[src/rtl/act_func_stream.sv]
// Two-stage valid/ready activation unit: relu, leaky relu, hardtanh and piecewise sigmoid per lane.
// Define ACT_CLIP_CNT_EN to build the saturating hardtanh clip counter driven onto oClipCnt.
module act_func_stream #(
    parameter int WIDTH         = 8,
    parameter int LANES         = 4,
    parameter int DECIMAL_POINT = 5,
    parameter int LEAKY_SHIFT   = 5
) (
    input  logic                     iClk,
    input  logic                     iRst,
    input  logic                     iValid,
    output logic                     oReady,
    input  logic [1:0]               iMode,
    input  logic [LANES*WIDTH-1:0]   iData,
    output logic                     oValid,
    input  logic                     iReady,
    output logic [LANES*WIDTH-1:0]   oData,
    output logic [1:0]               oMode,
    input  logic                     iClrCnt,
    output logic [15:0]              oClipCnt
);
    // ONE <= 2^(WIDTH-2), so every intermediate and result fits in WIDTH signed bits.
    localparam logic signed [WIDTH-1:0] ONE     = WIDTH'(1 << DECIMAL_POINT);
    localparam logic signed [WIDTH-1:0] NEG_ONE = -ONE;
    localparam logic signed [WIDTH-1:0] HALF    = WIDTH'(1 << (DECIMAL_POINT - 1));
    localparam logic [WIDTH-2:0]        IP_MAX  = (WIDTH-1)'(WIDTH);
    localparam logic [WIDTH-2:0]        ABS_MAX = {(WIDTH-1){1'b1}};

    localparam logic [1:0] MODE_RELU  = 2'd0;
    localparam logic [1:0] MODE_LEAKY = 2'd1;
    localparam logic [1:0] MODE_HTANH = 2'd2;

    logic                       adv1;
    logic                       adv2;
    logic                       accept;
    logic                       v1;
    logic                       v2;
    logic [1:0]                 mode1;
    logic [1:0]                 mode2;
    logic [LANES*WIDTH-1:0]     x1;
    logic [LANES*WIDTH-1:0]     y2;
    logic [LANES*WIDTH-1:0]     y_next;
    logic [LANES*(WIDTH-1)-1:0] abs_in;
    logic [LANES*(WIDTH-1)-1:0] abs1;
    logic [LANES-1:0]           gt_in;
    logic [LANES-1:0]           lt_in;
    logic [LANES-1:0]           gt1;
    logic [LANES-1:0]           lt1;

    assign adv2   = !v2 || iReady;
    assign adv1   = !v1 || adv2;
    assign oReady = adv1;
    assign accept = iValid && adv1;
    assign oValid = v2;
    assign oData  = y2;
    assign oMode  = mode2;

    // Front end: magnitude with the most negative code saturated, plus hardtanh clip flags.
    for (genvar k = 0; k < LANES; k++) begin : g_front
        logic signed [WIDTH-1:0] x;
        logic [WIDTH-1:0]        mag;
        assign x   = iData[k*WIDTH +: WIDTH];
        assign mag = x[WIDTH-1] ? -x : x;
        assign abs_in[k*(WIDTH-1) +: WIDTH-1] = mag[WIDTH-1] ? ABS_MAX : mag[WIDTH-2:0];
        assign gt_in[k] = x > ONE;
        assign lt_in[k] = x < NEG_ONE;
    end

    for (genvar k = 0; k < LANES; k++) begin : g_back
        logic signed [WIDTH-1:0]  x;
        logic signed [WIDTH-1:0]  num;
        logic signed [WIDTH-1:0]  t;
        logic signed [WIDTH-1:0]  sig;
        logic signed [WIDTH-1:0]  y;
        logic [WIDTH-2:0]         a;
        logic [WIDTH-2:0]         ip;
        logic [DECIMAL_POINT-1:0] fp;

        assign x   = x1[k*WIDTH +: WIDTH];
        assign a   = abs1[k*(WIDTH-1) +: WIDTH-1];
        assign ip  = a >> DECIMAL_POINT;
        assign fp  = a[DECIMAL_POINT-1:0];
        assign num = HALF - WIDTH'(fp >> 2);
        assign t   = (ip >= IP_MAX) ? '0 : num >> ip;
        assign sig = x[WIDTH-1] ? t : ONE - t;

        always_comb begin
            case (mode1)
                MODE_RELU:  y = x[WIDTH-1] ? '0 : x;
                MODE_LEAKY: y = x[WIDTH-1] ? (x >>> LEAKY_SHIFT) : x;
                MODE_HTANH: y = gt1[k] ? ONE : (lt1[k] ? NEG_ONE : x);
                default:    y = sig;
            endcase
        end

        assign y_next[k*WIDTH +: WIDTH] = y;
    end

    // Data registers load only on real transfers so idle cycles never disturb held outputs.
    always_ff @(posedge iClk) begin
        if (!iRst) begin
            v1    <= 1'b0;
            v2    <= 1'b0;
            mode1 <= '0;
            mode2 <= '0;
            x1    <= '0;
            abs1  <= '0;
            gt1   <= '0;
            lt1   <= '0;
            y2    <= '0;
        end else begin
            if (adv1) begin
                v1 <= iValid;
            end
            if (accept) begin
                mode1 <= iMode;
                x1    <= iData;
                abs1  <= abs_in;
                gt1   <= gt_in;
                lt1   <= lt_in;
            end
            if (adv2) begin
                v2 <= v1;
            end
            if (adv2 && v1) begin
                mode2 <= mode1;
                y2    <= y_next;
            end
        end
    end

`ifdef ACT_CLIP_CNT_EN
    logic [15:0] clip_cnt;
    logic [4:0]  clip_lanes;
    logic [16:0] clip_sum;

    always_comb begin
        clip_lanes = '0;
        for (int k = 0; k < LANES; k++) begin
            clip_lanes = clip_lanes + 5'(gt_in[k] | lt_in[k]);
        end
    end

    assign clip_sum = {1'b0, clip_cnt} + 17'(clip_lanes);

    // Clear wins over a same-cycle increment; the count sticks at all ones.
    always_ff @(posedge iClk) begin
        if (!iRst) begin
            clip_cnt <= '0;
        end else if (iClrCnt) begin
            clip_cnt <= '0;
        end else if (accept && iMode == MODE_HTANH) begin
            clip_cnt <= clip_sum[16] ? 16'hFFFF : clip_sum[15:0];
        end
    end

    assign oClipCnt = clip_cnt;
`else
    logic unused_clr;
    assign unused_clr = iClrCnt;
    assign oClipCnt   = '0;
`endif

endmodule
[config.mk]
export PLATFORM = sky130hd
export DESIGN_NAME = act_func_stream
export DESIGN_NICKNAME = d
export VERILOG_FILES = /design/src/rtl/act_func_stream.sv
export SDC_FILE = /design/constraint.sdc
export NUM_CORES = 1
export LEC_CHECK = 0
export BUFFER_PORTS_ARGS = -buffer_cell sky130_fd_sc_hd__buf_2
export CAP_MARGIN = 40
export CORE_MARGIN = 3
export CORE_UTILIZATION = 40
export DETAILED_ROUTE_END_ITERATION = 10
export GPL_ROUTABILITY_DRIVEN = 0
export HOLD_SLACK_MARGIN = 0.05
export SLEW_MARGIN = 0
export SYNTH_ARGS = -nofsm -noshare
export SYNTH_HDL_FRONTEND = slang
export SYNTH_SLANG_ARGS = --single-unit
[constraint.sdc]
create_clock -name iClk -period 1.9 [get_ports iClk]
set_input_delay 0.38 -clock iClk [delete_from_list [all_inputs] [get_ports iClk]]
set_output_delay 0.38 -clock iClk [all_outputs]
set_load 0.1 [all_outputs]
==> results of run 1 <==
-- repair_timing --
action,CTS,global route
resized for setup,28,50
buffers inserted,2,4
setup endpoints to repair,14,19
pin swaps,16,19
-- state kept, by name, summed over array words and instances, names as in the netlist --
name	count
oData	32
x1	32
abs1	20
gt1	4
lt1	4
mode1	2
oMode	2
oValid	1
v1	1
-- path summary, 6_finish.rpt --
path                                from                      to  cells past startpoint
setup / recovery    abs1[2]$_SDFFE_PN0P_   oData[4]$_SDFFE_PN0P_                     11
hold / removal                  iMode[1]   mode1[1]$_SDFFE_PN0P_                      3
setup reg to reg    abs1[2]$_SDFFE_PN0P_   oData[4]$_SDFFE_PN0P_                     11
hold reg to reg   oData[24]$_SDFFE_PN0P_  oData[24]$_SDFFE_PN0P_                      2
-- kinds of logic after synthesis --
group | synth area share
multiplexers | 0.0217
buffers and inverters | 0.0701
AND/OR/NAND/NOR | 0.206
other | 0.000639
flip-flops | 0.334
adder cells (fa/ha/maj) | 0.0192
AO/OA/AOI/OAI | 0.307
XOR/XNOR | 0.0403
-- power breakdown --
group,internal [mW],leakage (nW),switching (mW)
sequential,2.19,0.811,0.141
combinational,0.745,2.01,1.24
clock,1.01,0.138,0.807
-- metal layers --
| metal | track usage | vias up | share of wire |
|---|---|---|---|
| met2 | 0.323 | 164 | 0.48 |
| met4 | 0.0852 | 0 | 0.029 |
| met5 | 0 | - | 0 |
| met1 | 0.250 | 2733 | 0.45 |
| met3 | 0.0334 | 34 | 0.046 |
| li1 | - | 2898 | - |
-- cell usage in the layout (no fill, tap or decap), drive strengths merged, types with 5 or more instances in the layout --
cell type	instances
xor2	17
buf	143
a211oi	15
nand3	11
xnor2	10
nand2	125
dfxtp	98
a21o	5
nor2b	21
or2	6
inv	16
o21ai	64
a221oi	5
a21oi	60
conb	16
o211ai	15
nor2	47
nand2b	9
a311oi	5
o31ai	7
mux2i	6
a31oi	9
ha	9
nor4b	5
clkbuf	10
nor3	18
a21boi	51
-- worst max-delay path, cell delays in order, from the launching register on --
cell and delay, ns:
dfxtp_2 0.35, inv_4 0.05, ha_4 0.16, o21ai_1 0.14, nand3_2 0.11, mux2i_2 0.27, ha_4 0.20, o221ai_2 0.08
o21ai_1 0.15, xnor2_1 0.13, nand2_1 0.06, a31oi_1 0.14
-- Yosys cell counts (6+ instances only) --
| cell type | number |
|---|---|
| ha_1 | 9 |
| buf_4 | 16 |
| nand2b_1 | 9 |
| or2_2 | 6 |
| nor3_1 | 18 |
| mux2i_1 | 6 |
| nand2_1 | 124 |
| nor2b_1 | 21 |
| a31oi_1 | 9 |
| a211oi_1 | 15 |
| o211ai_1 | 15 |
| nand3_1 | 11 |
| nor2_1 | 47 |
| dfxtp_1 | 98 |
| o31ai_1 | 7 |
| a21boi_0 | 50 |
| o21ai_0 | 63 |
| buf_1 | 6 |
| xnor2_1 | 10 |
| clkbuf_1 | 46 |
| a21oi_1 | 60 |
| inv_1 | 16 |
| xor2_1 | 17 |
-- stage by stage --
| step | std cells | instance area [sq um] | power, mW | utilization | setup TNS [ns] |
|---|---|---|---|---|---|
| after floorplan | 785 | 5970 | 3.67 | - | 0 |
| after global placement | 1029 | 6730 | 4.06 | 0.477 | -0.929 |
| after detailed placement | 1029 | 6730 | 4.10 | 0.477 | -1.94 |
| after CTS | 1045 | 7120 | 5.98 | 0.505 | -0.0923 |
| after global routing | 1049 | 7390 | 6.42 | 0.524 | -0.594 |
| final | 1049 | 7390 | 6.13 | 0.524 | -0.0198 |
-- area by class of cell --
type,instances,area [sq um]
clock buffers,10,229
clock inverters,5,56.3
fillers,1362,6710
inverters,16,67.6
multi-input cells,597,3910
flip-flops and latches,98,1980
well taps,180,225
repair buffers,143,920
==> reports/results.ini, run 1 <==
[logic_synthesis]
synthesis.area_sq_mm=0.00587
async_flop_share=0
seq_area_frac_synth=0.334
syn_area_per_cell_sq_um=7.62
synth.area.top_cells=dfxtp_1, nand2_1, a21boi_0
ys_seq_elements=98
synth_cell_types=66
synthCells=770
synth_largest_area_cell=dfxtp_1
synth_top_area_frac=0.334
yosysWarnings=0
synth_edf_count=0
ys.flop_type=dfxtp_1

[worst_setup_path]
cp_max_fo=4
endpoint_kind=flip-flop
startpoint_type=flip-flop
r2r_setup_slack_ns=-0.02
critical_path_arrival_ns=2.20
crit_required_ns=2.18
crit_type=reg2reg

[routing]
ant_nets=0
wl_per_cell_um=15.5
drc_errors=0
routed_wl_mm=16.2
dr.pass1.iters=7
drt_iter0_markers=549
via_count=5829
vias_per_cell=5.56

[cts]
h-tree-depth=3
clock-sinks=98
cts_tree=yes
clkTransAtPathRegs_ns=0.07
cts_buffer_depth=2
cts_hold_buf=0
insertion_delay_ns=0.35
cts-root-buf=clkbuf_16
cts_made_buffers=9

[cells_and_area]
finish.net_count=913
drive_above_1_share=0.281
diodes=0
area_growth_pct=25.8

[die]
die_w_um=127
die_h_um=127
rows=43
core_sq_mm=0.0141
initial_core_util=0.416
die_area_sq_mm=0.0162
ios=91

[pwr]
irDropWorstVdd_mv=0.571
p_per_area_mw_per_mm2=831
p_leak_nw=2.96

[sta]
max-slew-margin-rel=0.548
layout_min_cycle_time_ns=1.92
slew_violations=0
setup_viol=2
fin_crit_sh=1.01
worst_pin_slew_ns=0.677
max_freq_ghz=0.522
rsz0062_at_grt=true
fin_ws_ns=-0.0161
hold_violations=0
whs_ns=0.283
finClkSkew_ns=0.00618

[global_route]
antenna_found_initial=0
grt_max_degree=54
grt_pass1_vias=5400
grt_pass1_wl_mm=26.0
overflow=0
grt_usage=0.195

[outcome]
outcome=complete, but fails checks
violations=setup timing

[worst_hold_path]
hold_class=in2reg

[placement]
portBuffers=73
hpwlAfterDp_mm=11.7
place_ws_ns=-0.141

[flow_run]
drv_cap=0

Note: power is estimated with default switching activity, not from simulation.
==> run 2, diff against run 1 <==
- CORE_ASPECT_RATIO: unset -> 0.6
- SLEW_MARGIN: 0 -> 15
==> reports/results.ini, run 2 (same netlist as run 1, synthesis figures left out) <==
[pwr]
switching_share=0.351  ; -0.00658
irDropWorstVdd_mv=0.435  ; -24%
p_int_mw=4.07  ; +3.3%
p_comb_frac=0.328  ; +0.004
power_frac_seq=0.372  ; -0.007
p_per_area_mw_per_mm2=836  ; +0.59%
p_sw_mw=2.20  ; +0.34%
clkPwrFrac=0.300  ; +0.004
p_leak_nw=3.01  ; +1.9%

[routing]
via_count=5824  ; -0.086%
drc_errors=0  ; unchanged
ant_nets=0  ; unchanged
wl_per_cell_um=15.6  ; +0.71%
routed_wl_mm=16.7  ; +3.1%
dr.pass1.iters=5  ; -2
drt_iter0_markers=506  ; -7.8%
vias_per_cell=5.42  ; -2.4%

[die]
die_h_um=99.8  ; -21%
die_area_sq_mm=0.0162  ; +0.29%
initial_core_util=0.419  ; +0.00294
die_w_um=162  ; +28%
core_sq_mm=0.0140  ; -0.70%
ios=91  ; unchanged
rows=33  ; -23%

[worst_hold_path]
hold_end=mode1[0]$_SDFFE_PN0P_
hold_class=in2reg
hold_path_startpoint=iMode[0]
worstHoldPathCells=3  ; unchanged

[worst_setup_path]
endpoint_kind=flip-flop
crit_required_ns=2.12  ; -0.06 ns
path_cells=inv_4, ha_4, nor2b_4, a211oi_2, a21oi_4, buf_4, buf_4, buf_4, mux2_2, nand2_1, a21boi_0
crit_top_cell=buf_4
worst_path_dominant_cell_family=buffers and inverters
regToRegEndpoint=oData[1]$_SDFFE_PN0P_
crit_buf_inv=4  ; +3
cp_max_fo=3  ; -1
crit_type=reg2reg
cp_slowest_stage_delay_ns=0.35  ; about the same
critical_path_arrival_ns=2.22  ; +0.02 ns
startpoint_type=flip-flop
cpMaxStageDelayCell=dfxtp_2
r2r_setup_slack_ns=-0.1  ; -0.08 ns
r2r_cells=11  ; unchanged
r2r_start=abs1[2]$_SDFFE_PN0P_

[sta]
layout_min_cycle_time_ns=2.00  ; +0.0792 ns
fin_tns_setup_ns=-0.355  ; -0.335 ns
finClkSkew_ns=0.00538  ; -0.000799 ns
fin_crit_sh=1.05  ; +0.0417
fin_ws_ns=-0.0954  ; -0.0792 ns
hold_violations=0  ; unchanged
rsz0062_at_grt=true
worst_pin_slew_ns=0.612  ; -0.0649 ns
slew_violations=0  ; unchanged
setup_viol=5  ; +3
max_freq_ghz=0.501  ; -4.0%
max-slew-margin-rel=0.591  ; +0.0433

[cts]
h-tree-depth=3  ; unchanged
cts_made_buffers=9  ; unchanged
insertion_delay_ns=0.34  ; about the same
cts_buffer_depth=2  ; unchanged
clkTransAtPathRegs_ns=0.07  ; about the same
clock-sinks=98  ; unchanged
cts_tree=yes
cts-root-buf=clkbuf_16

[cells_and_area]
diodes=0  ; unchanged
stdcell_count=1074  ; +2.4%
layout_common_cells=nand2_1, dfxtp_1, buf_4
drive_above_1_share=0.293  ; +0.0117
finish.net_count=925  ; +1.3%
area_growth_pct=27.9
layout_commonest_cell=nand2_1
nFillCells=1346  ; -1.2%

[global_route]
grt_pass1_vias=5311  ; -1.6%
grt_usage=0.200  ; +0.00498
grt_pass1_wl_mm=26.5  ; +1.9%
grt_max_degree=58  ; +7.4%
antenna_found_initial=0  ; unchanged
overflow=0  ; unchanged

[placement]
hpwlAfterDp_mm=11.9  ; +2.1%
portBuffers=73  ; unchanged
place_inst=1046  ; +1.7%

[flow_run]
drv_cap=0  ; unchanged

[outcome]
outcome=complete, but fails checks
violations=setup timing

## run 2: power groups by stage
stage                     combinational [mW]  clock [mW]  sequential (mW)
final                                   2.06        1.88             2.33
after global routing                    2.23        2.03             2.35
after CTS                               1.86        1.93             2.32
after detailed placement                1.76           0             2.36
after global placement                  1.73           0             2.35
after floorplan                         1.05           0             2.62
## run 2: worst register-to-register path: cells and delay by family (launching register included)
family	cells	cell delay, ns
AO/OA/AOI/OAI	3	0.40
adder cells (fa/ha/maj)	1	0.23
buffers and inverters	4	0.42
flip-flops	1	0.35
multiplexers	1	0.27
AND/OR/NAND/NOR	2	0.19
## run 2: routing by layer
metal,global-route usage,wire (um),vias up
met5,0,0,-
met3,0.0375,790,18
met4,0.0439,182,0
met2,0.310,7580,145
li1,-,-,2909
met1,0.290,8180,2752
## run 2: what timing repair did
| item | in CTS | in global routing |
|---|---|---|
| pin swaps | 13 | 25 |
| hold endpoints to repair | 0 | 0 |
| endpoints found under the setup margin | 15 | 19 |
| setup buffers | 7 | 6 |
| hold buffers | 0 | 0 |
| gates resized for setup | 28 | 51 |
## run 2: layout make-up
| class | instances | area, sq um | share of cell area |
|---|---|---|---|
| Multi-Input combinational cell | 597 | 3920 | 0.522 |
| Sequential cell | 98 | 1980 | 0.263 |
| Timing Repair Buffer | 155 | 1000 | 0.133 |
| Clock buffer | 12 | 256 | 0.0342 |
| Tap cell | 192 | 240 | 0.0320 |
| Inverter | 16 | 62.6 | 0.00833 |
| Clock inverter | 4 | 48.8 | 0.00650 |
## run 2: worst max-delay path by stage
stage | from | endpoint | slack [ns] | cells after the start
global route | abs1[3]$_SDFFE_PN0P_ | oData[2]$_SDFFE_PN0P_ | -0.18 | 10
CTS | abs1[2]$_SDFFE_PN0P_ | oData[2]$_SDFFE_PN0P_ | -0.07 | 10
finish | abs1[2]$_SDFFE_PN0P_ | oData[1]$_SDFFE_PN0P_ | -0.1 | 11
detailed placement | abs1[23]$_SDFFE_PN0P_ | oData[29]$_SDFFE_PN0P_ | -0.12 | 9
global placement | abs1[3]$_SDFFE_PN0P_ | oData[2]$_SDFFE_PN0P_ | -0.08 | 10
floorplan | abs1[3]$_SDFFE_PN0P_ | oData[4]$_SDFFE_PN0P_ | 0.01 | 11
## run 2: stage by stage
step | utilization | total power [mW] | area (sq um) | hold slack [ns] | worst slack [ns]
floorplan | - | 3.67 | 5970 | 0.440 | 0.0110
finish | 0.536 | 6.27 | 7510 | 0.317 | -0.0954
global route | 0.536 | 6.60 | 7510 | 0.312 | -0.177
detailed placement | 0.483 | 4.12 | 6770 | 0.457 | -0.115
global placement | 0.483 | 4.08 | 6770 | 0.451 | -0.0832
CTS | 0.517 | 6.11 | 7240 | 0.311 | -0.0692
==> run 3, diff against run 2 <==
- BUFFER_PORTS_ARGS: -buffer_cell sky130_fd_sc_hd__buf_2 -> -buffer_cell sky130_fd_sc_hd__buf_4
==> reports/results.ini, run 3 (same netlist as run 1, synthesis figures left out) <==
[outcome]
outcome=complete, but fails checks
violations=setup timing

[sta]
max_freq_ghz=0.512  ; +2.1%
slew_violations=0  ; unchanged
rsz0062_at_grt=true
worst_pin_slew_ns=0.573  ; -0.0395 ns
fin_crit_sh=1.03  ; -0.0220
finClkSkew_ns=0.00666  ; +0.00127 ns
hold_violations=0  ; unchanged
layout_min_cycle_time_ns=1.95  ; -0.0418 ns
setup_viol=2  ; -3
max-slew-margin-rel=0.618  ; +0.0263
fin_ws_ns=-0.0536  ; +0.0418 ns

[global_route]
grt_max_degree=58  ; unchanged
met1_usage=0.286  ; -0.00345
grt_use_met3=0.0371  ; -0.000412
overflow=0  ; unchanged
grt_usage=0.196  ; -0.00415
grt_pass1_wl_mm=26.2  ; -1.3%
grt_pass1_vias=5275  ; -0.68%
antenna_found_initial=0  ; unchanged
busiest_layer=met2
met2_usage=0.304  ; -0.00578

[worst_setup_path]
endpoint=oData[2]$_SDFFE_PN0P_
crit_required_ns=2.13  ; about the same
crit_path_start=abs1[2]$_SDFFE_PN0P_
regToRegEndpoint=oData[2]$_SDFFE_PN0P_
crit_type=reg2reg
cp_max_fo=4  ; +1
critical_path_arrival_ns=2.18  ; -0.04 ns
r2r_setup_slack_ns=-0.05  ; +0.04 ns
r2r_start=abs1[2]$_SDFFE_PN0P_
endpoint_kind=flip-flop
startpoint_type=flip-flop
r2r_cells=10  ; -1

[die]
die_area_sq_mm=0.0162  ; unchanged
die_h_um=99.8  ; unchanged
core_sq_mm=0.0140  ; unchanged
rows=33  ; unchanged
die_w_um=162  ; unchanged
ios=91  ; unchanged
initial_core_util=0.419  ; unchanged

[routing]
drt_iter0_markers=444  ; -12%
ant_nets=0  ; unchanged
via_count=5842  ; +0.31%
wl_per_cell_um=15.4  ; -1.2%
vias_per_cell=5.43  ; +0.22%
drc_errors=0  ; unchanged
dr.pass1.iters=5  ; unchanged
routed_wl_mm=16.5  ; -1.2%

[cells_and_area]
layout_common_cells=buf_4, nand2_1, dfxtp_1
finish.net_count=927  ; +0.22%
diodes=0  ; unchanged
final_area_sq_mm=0.00772  ; +2.9%
drive_above_1_share=0.299  ; +0.00646
area_growth_pct=31.6
layout_commonest_cell=buf_4

[cts]
clkTransAtPathRegs_ns=0.07  ; about the same
h-tree-depth=3  ; unchanged
clock-sinks=98  ; unchanged
cts_hold_buf=0  ; unchanged
cts_made_buffers=9  ; unchanged
cts_tree=yes
cts_buffer_depth=2  ; unchanged
insertion_delay_ns=0.34  ; about the same
cts-root-buf=clkbuf_16

[placement]
portBuffers=73  ; unchanged
hpwlAfterDp_mm=11.8  ; -0.46%
place_area_sq_mm=0.00693  ; +2.4%
place_ws_ns=-0.170  ; -0.0549 ns

[pwr]
p_per_area_mw_per_mm2=798  ; -4.5%
p_leak_nw=3.07  ; +1.9%
irDropWorstVdd_mv=0.380  ; -13%

[flow_run]
drv_cap=0  ; unchanged

[worst_hold_path]
hold_class=in2reg
worstHoldPathCells=3  ; unchanged

-- run 3: changes by cell type in the layout (fill, tap and decap cells not counted), sizes merged --
cell    before  now
bufinv       1    0
clkinv       1    4
buf        155  157
clkbuf      12    9
-- run 3: power by group --
| part | switching (mW) | internal [mW] |
|---|---|---|
| clock | 0.801 | 0.885 |
| sequential | 0.142 | 2.19 |
| combinational | 1.28 | 0.869 |
-- run 3: critical path, stage by stage, from the launching register on --
cell and delay [ns]:
dfxtp_2 0.35, inv_4 0.05, ha_4 0.17, or3_1 0.32, nand3_2 0.12, mux2i_4 0.09, ha_4 0.18, nor2_2 0.11
xnor2_1 0.09, a221oi_2 0.25, a21oi_1 0.10
-- run 3: layout make-up --
| cell class | instances | area, sq um |
|---|---|---|
| Clock buffer | 9 | 225 |
| Timing Repair Buffer | 157 | 1220 |
| Inverter | 16 | 70.1 |
| Clock inverter | 6 | 43.8 |
| Multi-Input combinational cell | 597 | 3940 |
| Fill cell | 1339 | 6270 |
| Sequential cell | 98 | 1980 |
| Tap cell | 192 | 240 |
-- run 3: timing repair --
action | 4_1_cts | 5_1_grt
setup endpoints to repair | 15 | 18
buffers inserted | 7 | 13
gates resized for setup | 36 | 54
hold endpoints to repair | 0 | 0
pin swaps | 16 | 35
-- run 3: routing by layer --
metal,vias to the layer above,share of wire
met5,-,0
met4,0,0.011
met3,18,0.044
met2,135,0.45
met1,2763,0.49
li1,2926,-
-- run 3: through the flow --
step                std cells  hold slack, ns  setup TNS [ns]  total power [mW]  utilization
CTS                      1064           0.307         -0.0515              5.96        0.528
finish                   1075           0.311         -0.0657              6.16        0.552
detailed placement       1042           0.460           -2.29              4.16        0.495
floorplan                 785           0.440               0              3.67            -
global placement         1042           0.452           -1.17              4.11        0.495
global route             1075           0.318          -0.737              6.47        0.552
-- run 3: how the worst min path moves through the flow --
stage,from,end,slack (ns)
3_5_place_dp,x1[18]$_SDFFE_PN0P_,x1[18]$_SDFFE_PN0P_,0.46
6_report,iValid,v1$_SDFFE_PN0N_,0.31
3_3_place_gp,x1[10]$_SDFFE_PN0P_,x1[10]$_SDFFE_PN0P_,0.45
2_1_floorplan,x1[8]$_SDFFE_PN0P_,oData[8]$_SDFFE_PN0P_,0.44
5_1_grt,iValid,v1$_SDFFE_PN0N_,0.32
4_1_cts,iValid,v1$_SDFFE_PN0N_,0.31
